<file path="src/rtl/div_unit_ex.sv">
// rtl/div_unit_ex.sv - iterative restoring shift-subtract divider for MIPS DIV/DIVU
// One quotient bit per clock; results land in LO (quotient) and HI (remainder).
module div_unit_ex #(
  parameter int WIDTH = 32
) (
  input  logic             clk,
  input  logic             rst_n,
  input  logic             div_unit_activation_signal,
  input  logic             signed_op,
  input  logic [WIDTH-1:0] div_input1,
  input  logic [WIDTH-1:0] div_input2,
  output logic             busy,
  output logic             done,
  output logic             div_by_zero,
  output logic [WIDTH-1:0] quotient_out,
  output logic [WIDTH-1:0] remainder_out
);

  localparam int CW = $clog2(WIDTH);

  typedef enum logic [1:0] {IDLE, CALC, FIX} state_t;

  state_t           state_q;
  logic [WIDTH-1:0] dvd_q;
  logic [WIDTH-1:0] dvs_q;
  logic [WIDTH-1:0] rem_q;
  logic [CW-1:0]    cnt_q;
  logic             zero_q;
  logic             neg_quo_q;
  logic             neg_rem_q;
  logic             busy_q;
  logic             done_q;
  logic             dbz_q;
  logic [WIDTH-1:0] quo_out_q;
  logic [WIDTH-1:0] rem_out_q;

  logic             a_neg;
  logic             b_neg;
  logic [WIDTH-1:0] a_mag;
  logic [WIDTH-1:0] b_mag;
  logic             start_zero;
  logic [WIDTH:0]   rem_shift;
  logic [WIDTH-1:0] rem_sub;
  logic             rem_ge;
  logic [WIDTH-1:0] rem_d;
  logic [WIDTH-1:0] dvd_d;
  logic [WIDTH-1:0] quo_fix;
  logic [WIDTH-1:0] rem_fix;

  always_comb begin
    a_neg      = signed_op & div_input1[WIDTH-1];
    b_neg      = signed_op & div_input2[WIDTH-1];
    a_mag      = a_neg ? (-div_input1) : div_input1;
    b_mag      = b_neg ? (-div_input2) : div_input2;
    start_zero = (div_input2 == '0);
  end

  // The true difference always fits in WIDTH bits, so the subtract is done
  // modulo 2^WIDTH while the compare uses the full WIDTH+1 bit partial remainder.
  always_comb begin
    rem_shift = {rem_q, dvd_q[WIDTH-1]};
    rem_sub   = rem_shift[WIDTH-1:0] - dvs_q;
    rem_ge    = (rem_shift >= {1'b0, dvs_q});
    rem_d     = rem_ge ? rem_sub : rem_shift[WIDTH-1:0];
    dvd_d     = {dvd_q[WIDTH-2:0], rem_ge};
  end

  always_comb begin
    quo_fix = neg_quo_q ? (-dvd_q) : dvd_q;
    rem_fix = neg_rem_q ? (-rem_q) : rem_q;
  end

  always_ff @(posedge clk) begin
    if (!rst_n) begin
      state_q   <= IDLE;
      dvd_q     <= '0;
      dvs_q     <= '0;
      rem_q     <= '0;
      cnt_q     <= '0;
      zero_q    <= 1'b0;
      neg_quo_q <= 1'b0;
      neg_rem_q <= 1'b0;
      busy_q    <= 1'b0;
      done_q    <= 1'b0;
      dbz_q     <= 1'b0;
      quo_out_q <= '0;
      rem_out_q <= '0;
    end else begin
      case (state_q)
        IDLE: begin
          done_q <= 1'b0;
          dbz_q  <= 1'b0;
          // A zero divisor keeps the raw dividend in dvd_q for the HI result.
          if (div_unit_activation_signal) begin
            busy_q    <= 1'b1;
            neg_quo_q <= a_neg ^ b_neg;
            neg_rem_q <= a_neg;
            dvs_q     <= b_mag;
            rem_q     <= '0;
            cnt_q     <= '0;
            zero_q    <= start_zero;
            dvd_q     <= start_zero ? div_input1 : a_mag;
            state_q   <= start_zero ? FIX : CALC;
          end
        end
        CALC: begin
          done_q <= 1'b0;
          dbz_q  <= 1'b0;
          rem_q  <= rem_d;
          dvd_q  <= dvd_d;
          cnt_q  <= cnt_q + 1'b1;
          if (cnt_q == CW'(WIDTH - 1)) begin
            state_q <= FIX;
          end
        end
        FIX: begin
          done_q    <= 1'b1;
          busy_q    <= 1'b0;
          dbz_q     <= zero_q;
          quo_out_q <= zero_q ? '1 : quo_fix;
          rem_out_q <= zero_q ? dvd_q : rem_fix;
          state_q   <= IDLE;
          // Completion is also the idle point, so a waiting start is taken here.
          if (div_unit_activation_signal) begin
            busy_q    <= 1'b1;
            neg_quo_q <= a_neg ^ b_neg;
            neg_rem_q <= a_neg;
            dvs_q     <= b_mag;
            rem_q     <= '0;
            cnt_q     <= '0;
            zero_q    <= start_zero;
            dvd_q     <= start_zero ? div_input1 : a_mag;
            state_q   <= start_zero ? FIX : CALC;
          end
        end
        default: begin
          state_q <= IDLE;
          busy_q  <= 1'b0;
          done_q  <= 1'b0;
          dbz_q   <= 1'b0;
        end
      endcase
    end
  end

  assign busy          = busy_q;
  assign done          = done_q;
  assign div_by_zero   = dbz_q;
  assign quotient_out  = quo_out_q;
  assign remainder_out = rem_out_q;

endmodule

</file>
<file path="config.mk">
export PLATFORM = sky130hd
export DESIGN_NAME = div_unit_ex
export DESIGN_NICKNAME = d
export VERILOG_FILES = /design/src/rtl/div_unit_ex.sv
export SDC_FILE = /design/constraint.sdc
export NUM_CORES = 1
export LEC_CHECK = 0
export ABC_AREA = 0
export BUFFER_PORTS_ARGS = -buffer_cell sky130_fd_sc_hd__buf_2
export CORE_AREA = 4 4 136 138
export CTS_BUF_LIST = sky130_fd_sc_hd__clkbuf_4 sky130_fd_sc_hd__clkbuf_8
export DETAILED_ROUTE_END_ITERATION = 16
export DIE_AREA = 0 0 140 142
export PLACE_DENSITY_LB_ADDON = 0.15
export SYNTH_ARGS = -nofsm -noshare
export SYNTH_HDL_FRONTEND = slang
export SYNTH_SLANG_ARGS = --single-unit
</file>
<file path="constraint.sdc">
create_clock -name clk -period 7.8 [get_ports clk]
set_input_delay 2.34 -clock clk [delete_from_list [all_inputs] [get_ports clk]]
set_output_delay 2.34 -clock clk [all_outputs]
set_load 0.02 [all_outputs]
</file>
# Word level (Yosys, flattened, before mapping)

Cells that the tools add are included.

Register bits after elaboration: 173
Input bits: 68
Word-level logic and storage cells: 62

Reduce and logical (&&, ||, !) cells: 9
Bitwise logic cells: 4
Magnitude comparators: 1
Multiplexer cells: 23
Add/sub/neg operators: 6
Eq/ne operators: 6

Operator list:

| operator              | count |
|---|---|
| $mux W32              | 10 |
| $neg A32 Y32          | 4 |
| $pmux W32 S2          | 2 |
| $ge A33 B32 Y1        | 1 |
| $logic_not A32 Y1     | 1 |
| $sub A32 B32 Y32      | 1 |
| $pmux W5 S2           | 1 |
| $reduce_and A2 Y1     | 5 |
| $mux W2               | 4 |
| $pmux W2 S3           | 1 |
| $add A5 B1 Y5 const B | 1 |
| $eq A5 B5 Y1 const B  | 1 |
| $mux W5               | 1 |
| $ne A2 B2 Y1 const B  | 2 |
| $mux W1               | 3 |
| $pmux W1 S3           | 1 |
| $and A1 B1 Y1         | 2 |
| $eq A2 B1 Y1 const B  | 1 |
| $eq A2 B2 Y1 const B  | 1 |
| $logic_not A2 Y1      | 1 |
| $ne A2 B1 Y1 const B  | 1 |
| $reduce_bool A2 Y1    | 1 |
| $reduce_or A2 Y1      | 1 |
| $not A1 Y1            | 1 |
| $xor A1 B1 Y1         | 1 |

# Depth between registers and ports, before layout

Word-level depth: 5
Gate-level depth with buffers: 12
Mapped depth without buffers: 12

# Worst setup path after synthesis

OpenSTA, ideal clock, no wires.

Path kind: input port to flip-flop
Start: input div_input2[12]
End: register dvd_q[20]
Buffers on the path: 1
Arrival: 4.565 ns
Setup slack: 3.102 ns
Cell stages on the path: 9
Data required time: 7.666 ns
Setup time: 0.134 ns
Cell sequence: or4_1 nor4_2 nand4bb_1 or4_1 and3_4 buf_2 o21ai_0 xor2_1 o22ai_1

Cells in the longest elaborated chain, start to end: 4

RTL lines:

| element                | RTL line | text |
|---|---|---|
| start: declaration     | 11       | `input logic [WIDTH-1:0] div_input2,` |
| $logic_not A32 Y1      | 55       | `start_zero = (div_input2 == '0);` |
| $mux W32               | 102, 132 |  |
| $mux W32               | 94, 124  |  |
| $pmux W32 S2           | 89       | `case (state_q)` |
| end signal: assignment | 102      | `dvd_q <= start_zero ? div_input1 : a_mag;` |
| end signal: assignment | 110      | `dvd_q <= dvd_d;` |
| end signal: assignment | 132      | `dvd_q <= start_zero ? div_input1 : a_mag;` |
| end: declaration       | 24       | `logic [WIDTH-1:0] dvd_q;` |

No other way between the ends. The select of a mux whose other input is x is not followed.
A chain may end at the register's enable or synchronous reset.

# Worst setup path after layout

Start: input div_input2[12]
End: register dvd_q[21]

The elaborated chain is that of the path after synthesis.

==> impl_metrics.ini <==
[timing]
hold_viol = 0
finalCriticalPeriod_ns = 4.69
timing.fmax_ghz = 0.213
slew_viol_final = 0
fin_setup_tns_ns = 0
min_period_over_period_pct = 60.2
tightest_slew_ns = 1.13
max_slew_margin_pct = 24.3
setup_violations = 0
rsz0062_at_grt = no
clock_skew_ns = 0.0145

[floorplan]
dieArea_um2 = 19900
ioPinCount = 135
fp.dieH_um = 142
num_rows = 48
die_w_um = 140
core_area_um2 = 17200
initial_core_util_pct = 65.0

[critical_path]
worst_setup_path_start_kind = input pin
crit_top_cell = or4_1
cp_num_buf_inv = 1
crit_slowest_cell = or4_1
crit_chain = buf_2 -> or4_1 -> nor4_2 -> nand4bb_1 -> or4_1 -> and3_4 -> o31ai_1 -> xor2_1 -> o22ai_1
cp.arrival_ns = 5.01
cp_max_fo = 22
slowest_delay_ns = 0.62
end_kind = register
critPathKind = input pin to register
cp_top_family = simple AND/OR/NAND/NOR gates
required_ns = 8.12

[global_routing]
grt_pass1_wl_mm = 50.9
grt_pass1_vias = 9935
antenna_found_initial = 0
grt_max_degree = 76
grt_use_total_pct = 31.3
grt-ovfl-total = 0

[clock_network]
cts_tree = yes
clock_sinks = 173
h-tree-depth = 4
clock_latency_ns = 0.49
clockBufferDepth = 2
hold_buffers = 0
clk_pin_slew_worst_paths_ns = 0.09
cts_resized = 0
cts-root-buf = clkbuf_8
cts_made_buffers = 17
cts_setup_buffers = 0

[pwr]
ir_drop_mv = 0.120
total_power_mw = 2.07
p_leak_nw = 5.43
power_density_nw_per_um2 = 169

[run_status]
outcome = completed

[synthesis]
synth_area_um2 = 11200
syn-num-nets = 1540
synth_xor_area_share_pct = 11.5
synth_enable_flop_cells = 0
syn_area_per_cell_um2 = 7.79
synth_cell_type_count = 63
synthMuxAreaShare_pct = 3.50
synth_adder_area_share_pct = 4.44
synth_seq_cells = 173
ys_warn_count = 0
synth_simple_gate_area_share_pct = 17.7
synth_top_family_by_area = compound AO/OA/AOI/OAI gates
synth_compound_area_share_pct = 26.6
netlist_instances = 1433
seq_area_frac_synth_pct = 31.0
synthFlopType = dfxtp_1
synthArstFlopShare_pct = 0

[finish]
instances_no_fill = 1731
syn_to_final_growth_pct = 9.80
diodes = 0
stdcell_area_um2 = 12300
layout-drive-gt1-share_pct = 12.7
layout.nets = 1601

[routing]
routedWlPerCell_um = 18.4
detail-route-antenna-nets = 0
drtPass1Iterations = 5
vias = 10800
drc = 0
drtIter0Drc = 1002
viasPerCell = 6.23
wirelength_mm = 31.9

[placement]
placed_area_um2 = 11800
dp_cells = 1700
hpwl_mm = 23.2
globalplace.congestion = 0.949
port_buffers = 134

[min_path]
holdCritPathClass = register to register

[run]
max_cap_violations = 0
logic make-up (layout without fill, tap and decap cells):
logic type,Yosys count,in the layout
adders and majority gates,39,39
AOI/OAI and AO/OA,469,469
DFF,173,173
and+or+nand+nor,415,415
xor gates and xnor gates,147,147
buffers and inverters,151,224
muxes,39,39
power breakdown:
group | switching [mW] | internal [mW]
Combinational | 0.232 | 0.162
Clock | 0.348 | 0.359
Sequential | 0.0576 | 0.917
flip-flops by register name, summed over array words and instances, names as in the netlist:
name,flops
busy,1
cnt_q,5
div_by_zero,1
done,1
dvd_q,32
dvs_q,32
neg_quo_q,1
neg_rem_q,1
quotient_out,32
rem_q,32
remainder_out,32
state_q,2
zero_q,1
cell usage after synthesis (15+ instances only):
cell type | n | area share [%]
ha_1 | 38 | 4.3
o211a_1 | 25 | 2.2
xnor2_1 | 59 | 4.6
nor3_1 | 21 | 0.94
o31ai_1 | 29 | 2.0
nand2_1 | 207 | 7.0
dfxtp_1 | 173 | 31
clkbuf_1 | 93 | 3.1
a21oi_1 | 84 | 3.8
o21ai_0 | 169 | 7.6
mux2i_1 | 39 | 3.5
a21boi_0 | 36 | 2.4
or4_1 | 17 | 1.1
o22ai_1 | 31 | 1.7
o41ai_1 | 15 | 1.2
inv_1 | 48 | 1.6
a21o_1 | 16 | 1.1
nor2_1 | 59 | 2.0
xor2_1 | 88 | 6.9
routing by layer:
layer,vias to the layer above,GRT usage (%),wire length (um)
li1,5253,-,-
met3,86,4.87,1990
met1,5020,39.5,13200
met2,423,51.6,14900
met4,0,17.3,1830
met5,-,0,0
worst register-to-register path: cells and delay by family, from the launching register on:
kind	cells	cell delay [ns]
AOI/OAI and AO/OA	7	2.38
adders and majority gates	2	0.62
DFF	1	0.35
buffers and inverters	2	0.29
xor gates and xnor gates	1	0.19
final timing paths:
path | from | to | slack (ns) | depth (start not counted)
min | remainder_out[31]$_SDFFE_PN0P_ | remainder_out[31]$_SDFFE_PN0P_ | 0.47 | 2
max reg2reg | dvd_q[31]$_SDFFE_PN0P_ | rem_q[30]$_SDFFE_PN0P_ | 3.86 | 12
min reg2reg | remainder_out[31]$_SDFFE_PN0P_ | remainder_out[31]$_SDFFE_PN0P_ | 0.47 | 2
max | div_input2[12] | dvd_q[21]$_SDFFE_PN0P_ | 3.11 | 9
metrics by stage:
| stage | hold slack, ns | util, % | setup WS (ns) |
|---|---|---|---|
| final | 0.465 | 71.4 | 3.11 |
| after global routing | 0.491 | 71.4 | 2.93 |
| after CTS | 0.470 | 71.4 | 3.16 |
| after detailed placement | 0.457 | 68.8 | 2.65 |
| after global placement | 0.449 | 68.8 | 2.80 |
| after floorplan | 0.441 | - | 3.10 |
cells in the final DEF (no fill, tap or decap), drive strengths merged, types with 10 or more instances in the layout:
master,n
o21ai,172
or4,17
buf,145
dfxtp,173
nor3,21
o211a,25
a32oi,12
inv,51
xor2,88
o41ai,15
clkbuf,18
mux2i,39
o22ai,31
o31ai,30
a21boi,36
nor4,12
nand2,207
nor2,59
nand3,14
a21o,16
ha,38
xnor2,59
nand2b,11
nand4,13
nor2b,12
a21oi,84
and3,10
or3,12
cell type report:
cell class / count / area, um2
timing repair buffer: 145 / 753
sequential: 173 / 3460
clock inverter: 13 / 189
tap: 225 / 282
inverter: 48 / 180
multi-input combinational: 1109 / 7140
clock buffer: 18 / 248
fill: 1485 / 4920
(Power assumes the default switching activity.)
